$ cat config.mk
export PLATFORM = sky130hd
export DESIGN_NAME = msd_pipe_adder
export DESIGN_NICKNAME = d
export VERILOG_FILES = /design/src/rtl/msd_pkg.sv /design/src/rtl/msd_pipe_reg.sv /design/src/rtl/msd_pipe_adder.sv
export SDC_FILE = /design/constraint.sdc
export NUM_CORES = 1
export LEC_CHECK = 0
export ABC_AREA = 1
export CAP_MARGIN = 25
export CORE_ASPECT_RATIO = 1.4
export CORE_UTILIZATION = 35
export DETAILED_ROUTE_END_ITERATION = 8
export HOLD_SLACK_MARGIN = 0.05
export SYNTH_ARGS = -nofsm -noshare
export SYNTH_HDL_FRONTEND = slang
export SYNTH_SLANG_ARGS = --single-unit
export TNS_END_PERCENT = 20
$ cat constraint.sdc
create_clock -name clk -period 2.25 [get_ports clk]
set_input_delay 0.675 -clock clk [delete_from_list [all_inputs] [get_ports clk]]
set_output_delay 0.675 -clock clk [all_outputs]
set_load 0.01 [all_outputs]
$ cat src/rtl/msd_pkg.sv
// Shared definitions for the MSD (modified signed-digit) pipelined adder:
// digit codes, opcodes and the per-digit transform rules used by each stage.
package msd_pkg;

    // Two-bit digit codes; code 10 never comes out of the adder and reads as 0
    localparam logic [1:0] MSD_ZERO = 2'b00;
    localparam logic [1:0] MSD_POS  = 2'b01;
    localparam logic [1:0] MSD_NEG  = 2'b11;
    localparam logic [1:0] MSD_ILL  = 2'b10;

    // Opcodes; code 11 behaves as an add
    localparam logic [1:0] OP_ADD = 2'b00;
    localparam logic [1:0] OP_SUB = 2'b01;
    localparam logic [1:0] OP_NEG = 2'b10;

    // Swap +1 and -1; zero and the illegal code both become zero
    function automatic logic [1:0] msd_negate(input logic [1:0] d);
        case (d)
            MSD_POS: return MSD_NEG;
            MSD_NEG: return MSD_POS;
            default: return MSD_ZERO;
        endcase
    endfunction

    // Digit as a small signed number for in-stage digit sums
    function automatic logic signed [2:0] msd_val(input logic [1:0] d);
        case (d)
            MSD_POS: return 3'sb001;
            MSD_NEG: return 3'sb111;
            default: return 3'sb000;
        endcase
    endfunction

    // Encode a digit sum known to lie in {-1,0,+1}
    function automatic logic [1:0] msd_from_val(input logic signed [2:0] s);
        case (s)
            3'sb001: return MSD_POS;
            3'sb111: return MSD_NEG;
            default: return MSD_ZERO;
        endcase
    endfunction

    // First transform: s = 2T + W; a +-1 sum pushes the transfer outward and
    // leaves an opposite-signed weight digit, which is what lets the second
    // transform avoid same-sign collisions.
    function automatic logic [3:0] msd_step1(input logic signed [2:0] s);
        case (s)
            3'sb010: return {MSD_POS,  MSD_ZERO};
            3'sb001: return {MSD_POS,  MSD_NEG};
            3'sb111: return {MSD_NEG,  MSD_POS};
            3'sb110: return {MSD_NEG,  MSD_ZERO};
            default: return {MSD_ZERO, MSD_ZERO};
        endcase
    endfunction

    // Second transform: only a +-2 sum produces a transfer, +-1 stays in place.
    // A +2 needs W=+1, i.e. T=-1 from the digit below in step 1, so the
    // neighbour above cannot also hold a +1 weight (and symmetrically for -2).
    function automatic logic [3:0] msd_step2(input logic signed [2:0] s);
        case (s)
            3'sb010: return {MSD_POS,  MSD_ZERO};
            3'sb001: return {MSD_ZERO, MSD_POS};
            3'sb111: return {MSD_ZERO, MSD_NEG};
            3'sb110: return {MSD_NEG,  MSD_ZERO};
            default: return {MSD_ZERO, MSD_ZERO};
        endcase
    endfunction

    // Integer value of one digit, for models and debug
    function automatic int msd_to_int(input logic [1:0] d);
        case (d)
            MSD_POS: return 1;
            MSD_NEG: return -1;
            default: return 0;
        endcase
    endfunction

endpackage

$ cat src/rtl/msd_pipe_reg.sv
// Valid/ready register slice: one entry, loads whenever it is empty or its
// current content leaves this cycle, so a chain of these runs bubble-free.
module msd_pipe_reg #(
    parameter int W = 8
) (
    input  logic         clk,
    input  logic         rst_n,
    input  logic         up_valid,
    output logic         up_ready,
    input  logic [W-1:0] up_data,
    output logic         dn_valid,
    input  logic         dn_ready,
    output logic [W-1:0] dn_data
);

    logic         valid_reg;
    logic [W-1:0] data_reg;

    assign up_ready = !valid_reg || dn_ready;
    assign dn_valid = valid_reg;
    assign dn_data  = data_reg;

    // Take new content when there is room; data only changes on a real load
    always_ff @(posedge clk or negedge rst_n) begin
        if (!rst_n) begin
            valid_reg <= 1'b0;
            data_reg  <= '0;
        end else if (up_ready) begin
            valid_reg <= up_valid;
            if (up_valid) begin
                data_reg <= up_data;
            end
        end
    end

endmodule

$ cat src/rtl/msd_pipe_adder.sv
// Three-stage flow-controlled MSD carry-free adder/subtractor.
// Stage 1 registers T(shifted)/W, stage 2 registers T'(shifted)/W',
// stage 3 registers the final digit-wise sum (negated for OP_NEG).
// Build option: define MSD_DIGIT_CHECK_EN to flag illegal (10) input digits
// on err; otherwise err is tied low and no check logic exists.
module msd_pipe_adder #(
    parameter int P     = 33,
    parameter int TAG_W = 4
) (
    input  logic             clk,
    input  logic             rst_n,
    input  logic             in_valid,
    output logic             in_ready,
    input  logic [2*P-1:0]   in_a,
    input  logic [2*P-1:0]   in_b,
    input  logic [1:0]       in_op,
    input  logic [TAG_W-1:0] in_tag,
    output logic             out_valid,
    input  logic             out_ready,
    output logic [2*P+3:0]   out_sum,
    output logic [TAG_W-1:0] out_tag,
    output logic             err
);
    import msd_pkg::*;

    localparam int N1   = P + 1;
    localparam int N2   = P + 2;
    localparam int S1_W = 2 + TAG_W + 4*N1;
    localparam int S2_W = 2 + TAG_W + 4*N2;
    localparam int S3_W = TAG_W + 2*N2;

    genvar gi;

    // ---------------- stage 1: operand conditioning and T/W split ----------
    logic [1:0]      op_eff;
    logic [2*P-1:0]  b_eff;
    logic [2*N1-1:0] t1_sh;
    logic [2*N1-1:0] w1;
    logic [S1_W-1:0] s1_in;

    assign op_eff = (in_op == 2'b11) ? OP_ADD : in_op;

    for (gi = 0; gi < P; gi++) begin : g_s1
        logic [3:0] tw;
        assign b_eff[2*gi +: 2]   = (op_eff == OP_SUB) ? msd_negate(in_b[2*gi +: 2])
                                                       : in_b[2*gi +: 2];
        assign tw                 = msd_step1(msd_val(in_a[2*gi +: 2]) + msd_val(b_eff[2*gi +: 2]));
        assign t1_sh[2*gi+2 +: 2] = tw[3:2];
        assign w1[2*gi +: 2]      = tw[1:0];
    end
    assign t1_sh[1:0]     = MSD_ZERO;
    assign w1[2*P +: 2]   = MSD_ZERO;
    assign s1_in          = {op_eff, in_tag, t1_sh, w1};

    logic            s1_valid;
    logic [S1_W-1:0] s1_data;
    logic            s2_ready;

    msd_pipe_reg #(.W(S1_W)) u_s1 (
        .clk      (clk),
        .rst_n    (rst_n),
        .up_valid (in_valid),
        .up_ready (in_ready),
        .up_data  (s1_in),
        .dn_valid (s1_valid),
        .dn_ready (s2_ready),
        .dn_data  (s1_data)
    );

    // ---------------- stage 2: T'/W' transform --------------------------------
    logic [1:0]       s1_op;
    logic [TAG_W-1:0] s1_tag;
    logic [2*N1-1:0]  s1_t;
    logic [2*N1-1:0]  s1_w;
    logic [2*N2-1:0]  t2_sh;
    logic [2*N2-1:0]  w2;
    logic [S2_W-1:0]  s2_in;

    assign s1_op  = s1_data[S1_W-1 -: 2];
    assign s1_tag = s1_data[S1_W-3 -: TAG_W];
    assign s1_t   = s1_data[4*N1-1 : 2*N1];
    assign s1_w   = s1_data[2*N1-1 : 0];

    for (gi = 0; gi < N1; gi++) begin : g_s2
        logic [3:0] tw;
        assign tw                 = msd_step2(msd_val(s1_t[2*gi +: 2]) + msd_val(s1_w[2*gi +: 2]));
        assign t2_sh[2*gi+2 +: 2] = tw[3:2];
        assign w2[2*gi +: 2]      = tw[1:0];
    end
    assign t2_sh[1:0]     = MSD_ZERO;
    assign w2[2*N1 +: 2]  = MSD_ZERO;
    assign s2_in          = {s1_op, s1_tag, t2_sh, w2};

    logic            s2_valid;
    logic [S2_W-1:0] s2_data;
    logic            s3_ready;

    msd_pipe_reg #(.W(S2_W)) u_s2 (
        .clk      (clk),
        .rst_n    (rst_n),
        .up_valid (s1_valid),
        .up_ready (s2_ready),
        .up_data  (s2_in),
        .dn_valid (s2_valid),
        .dn_ready (s3_ready),
        .dn_data  (s2_data)
    );

    // ---------------- stage 3: final digit-wise sum, optional negate --------
    logic [1:0]       s2_op;
    logic [TAG_W-1:0] s2_tag;
    logic [2*N2-1:0]  s2_t;
    logic [2*N2-1:0]  s2_w;
    logic [2*N2-1:0]  sum3;
    logic [S3_W-1:0]  s3_in;

    assign s2_op  = s2_data[S2_W-1 -: 2];
    assign s2_tag = s2_data[S2_W-3 -: TAG_W];
    assign s2_t   = s2_data[4*N2-1 : 2*N2];
    assign s2_w   = s2_data[2*N2-1 : 0];

    // No same-sign pair reaches here, so every digit sum fits one digit
    for (gi = 0; gi < N2; gi++) begin : g_s3
        logic [1:0] d;
        assign d                = msd_from_val(msd_val(s2_t[2*gi +: 2]) + msd_val(s2_w[2*gi +: 2]));
        assign sum3[2*gi +: 2]  = (s2_op == OP_NEG) ? msd_negate(d) : d;
    end
    assign s3_in = {s2_tag, sum3};

    logic [S3_W-1:0] s3_data;

    msd_pipe_reg #(.W(S3_W)) u_s3 (
        .clk      (clk),
        .rst_n    (rst_n),
        .up_valid (s2_valid),
        .up_ready (s3_ready),
        .up_data  (s3_in),
        .dn_valid (out_valid),
        .dn_ready (out_ready),
        .dn_data  (s3_data)
    );

    assign out_sum = s3_data[2*N2-1 : 0];
    assign out_tag = s3_data[S3_W-1 -: TAG_W];

    // ---------------- illegal-digit flag --------------------------------------
`ifdef MSD_DIGIT_CHECK_EN
    logic [P-1:0] ill_a;
    logic [P-1:0] ill_b;
    logic         err_reg;

    for (gi = 0; gi < P; gi++) begin : g_ill
        assign ill_a[gi] = (in_a[2*gi +: 2] == MSD_ILL);
        assign ill_b[gi] = (in_b[2*gi +: 2] == MSD_ILL);
    end

    // Remember any illegal digit on an accepted operand until reset
    always_ff @(posedge clk or negedge rst_n) begin
        if (!rst_n) begin
            err_reg <= 1'b0;
        end else if (in_valid && in_ready && ((|ill_a) || (|ill_b))) begin
            err_reg <= 1'b1;
        end
    end

    assign err = err_reg;
`else
    assign err = 1'b0;
`endif

endmodule

==> flow_summary.yaml <==
run_status:
  status: "finished, final reports clean"
pwr:
  worst_ir_drop_vdd_mv: 0.6225
  powerDensity_nw_per_um2: 923.5
  p_leak_nw: 13.73
  p_total_w: 0.02400
logic_synthesis:
  ys_seq_area_frac: 0.4106
  synth-edff-count: 0
  synth_common_cells: "nand2_1, dfrtp_1, inv_1, nand3_1, clkbuf_1"
  syn-num-nets: 3182
  synth_area_leader_cell: "dfrtp_1"
  synth_xor_area_frac: 0.0004048
  synth_area_um2: 21630
  synth-warning-count: 0
  synth_top_area_share: 0.4106
  synth_compound_area_frac: 0.04280
  avgSynthCellArea_um2: 7.602
  ys.flop_type: "dfrtp_1"
  synthTopCellsByArea: "dfrtp_1, nand2_1, fa_1"
  syn_inst: 2846
  synth.most_common_cell: "nand2_1"
  async_flop_share: 1.000
  yosys.area_share.simple: 0.2951
  yosys-mux-area-fraction: 0
  synth_cell_types: 24
  ys_seq_elements: 355
  synthAdderAreaFrac: 0.1459
  synth_top_family_by_area: "simple AND/OR/NAND/NOR gates"
final_layout:
  area_growth_pct: 20.15
  drive_above_1_share: 0.06580
  nets: 3231
  fillers: 6113
die:
  die_w_um: 212.1
  io_pins: 219
  initial_core_util: 0.3552
  core_region_area_um2: 60910
  die_area_um2: 62830
  num_rows: 107
  die_h_um: 296.2
cts:
  path_clk_slew_ps: 60
  cts_root_buffer: "clkbuf_16"
  cts_tree: "yes"
  clock-sinks: 355
  cts_buffers: 37
  clkLatencyLatePin_ps: 530
  hold_buffers: 0
  htreeDepth: 2
  clk_path_buf_depth: 3
route:
  top_layer_used: "met4"
  wl_met1_um: 26600
  routed_wl_um: 50510
  vias_per_cell: 4.385
  drt_iter0_drc: 819
  met3_length_um: 1752
  drtPass1Iterations: 5
  vias: 16388
  route.met2.wl_um: 21170
  postRouteAntennaNets: 0
  drc: 0
  wire_per_inst_um: 13.52
worst_setup_path:
  cp_top_family: "buffers and inverters"
  worst_r2r_endpoint: "u_s2.dn_data[137]"
  r2r.worst_path.cells: 6
  required_ps: 1570
  r2r-start: "u_s1.dn_data[132]"
  crit_type: "flop to output pin"
  crit_fanout: 2
  slowest_delay_ps: 590
  path_buf_inv: 1
  critPathLaunchType: "flop"
  crit_cells: 1
  ff2ff_setup_slack_ps: 540
  crit_path_cell_trace: "clkdlybuf4s50_1"
  end_kind: "output pin"
  cp.arrival_ps: 1510
  slowest_stage: "clkdlybuf4s50_1"
timing:
  rsz0062_at_grt: "false"
  slew_viol_final: 0
  clock-skew-final_ps: 16.39
  relSlewSlack: 0.5335
  tightest_slew_ps: 698.0
  hold_violations: 0
  setup_slack_ps: 64.50
  period_share: 0.9713
  period_minus_slack_ps: 2185
  max_freq_ghz: 0.4576
  setup_viol: 0
global_routing:
  grt_start_max_net_pins: 71
  grt_pass1_vias: 15807
  track_usage: 0.1633
  grt_antenna_before_repair: 3
  overflow: 0
  grt_pass1_wl_um: 82500
placed_design:
  gp_congestion: 0.7840
  io_buffer_count: 217
  preCtsSetupSlack_ps: -754.9
  dpl.hpwl_um: 38700
job:
  cap_violations: 0
worst_hold_path:
  hp-class: "input port to async pin"
[cells by family after synthesis]
kind of cell | Yosys count
other cells | 1
compound gates | 185
fa+ha+maj | 194
xor+xnor | 1
simple gates | 1554
buf+inv | 556
flops | 355
[layer usage]
| layer | track usage | vias to the layer above |
|---|---|---|
| met3 | 0.01811 | 50 |
| li1 | - | 8756 |
| met2 | 0.2473 | 240 |
| met1 | 0.2460 | 7342 |
| met4 | 0.04224 | 0 |
| met5 | 0 | - |
[per-stage QoR]
stage / std cells / hold WS (ps) / utilization / setup TNS (ps) / area (um^2)
after CTS: 3731 / 93.39 / 0.4250 / -55.70 / 25890
after floorplan: 2846 / 379.4 / - / -46.53 / 21660
after global placement: 3669 / 459.2 / 0.4029 / -72750 / 24540
after global routing: 3737 / 112.6 / 0.4267 / 0 / 25990
after detailed placement: 3669 / 457.9 / 0.4029 / -77080 / 24540
final: 3737 / 95.72 / 0.4267 / 0 / 25990
[report_power, final]
group	switching (W)	internal, W	total (W)
sequential	0.00107	0.00790	0.00896
combinational	0.00474	0.00368	0.00842
clock	0.00253	0.00409	0.00662
[placed cells by master, fill, tap and decap left out, types with 5 or more instances in the layout]
cell type        synthesis  routed
ha_1                    97      97
clkbuf_16                0      40
o21ai_0                171     170
a21oi_1                  9       9
bufinv_16                0       6
o21ai_1                  5       6
nor2_1                  56      56
nand3_1                227     224
nand3b_1                40      40
dfrtp_1                355     355
buf_4                   36      38
inv_2                    3       5
inv_1                  272     269
nand2_1               1184    1182
buf_12                   0      32
fa_1                    97      96
clkbuf_8                 0      10
clkdlybuf4s50_1          0     212
or2_2                   41      41
[registers in the layout, summed over array words and instances (netlist names)]
register       flops
u_s1.dn_data     138
u_s2.dn_valid      1
u_s3.dn_data      74
u_s2.dn_data     140
u_s1.dn_valid      1
u_s3.dn_valid      1
[worst max-delay path by stage]
stage | startpoint | end | slack (ps)
6_report | u_s3.dn_data[12] | out_sum[12] | 60
5_1_grt | u_s3.dn_data[12] | out_sum[12] | 10
3_3_place_gp | in_op[0] | u_s1.dn_data[120] | -720
2_1_floorplan | in_op[1] | u_s1.dn_data[108] | -20
3_5_place_dp | in_op[0] | u_s1.dn_data[94] | -750
4_1_cts | in_op[1] | u_s1.dn_data[72] | -40
[cell type report]
class | instances | area, um^2 | area share
sequential | 355 | 8884 | 0.3418
multi-input combinational | 1935 | 10540 | 0.4056
clock inverter | 11 | 219.0 | 0.008424
antenna | 2 | 5.005 | 0.0001925
inverter | 275 | 1040 | 0.04000
tap | 817 | 1022 | 0.03933
clock buffer | 51 | 1100 | 0.04231
timing repair buffer | 291 | 3181 | 0.1224
[timing repair]
action,CTS,global route
setup buffers,0,1
pin swaps,6,1
setup endpoints to repair,75,99
resized for setup,14,12
cloned,0,3
No activity file was read; power rests on OpenSTA's default activity.
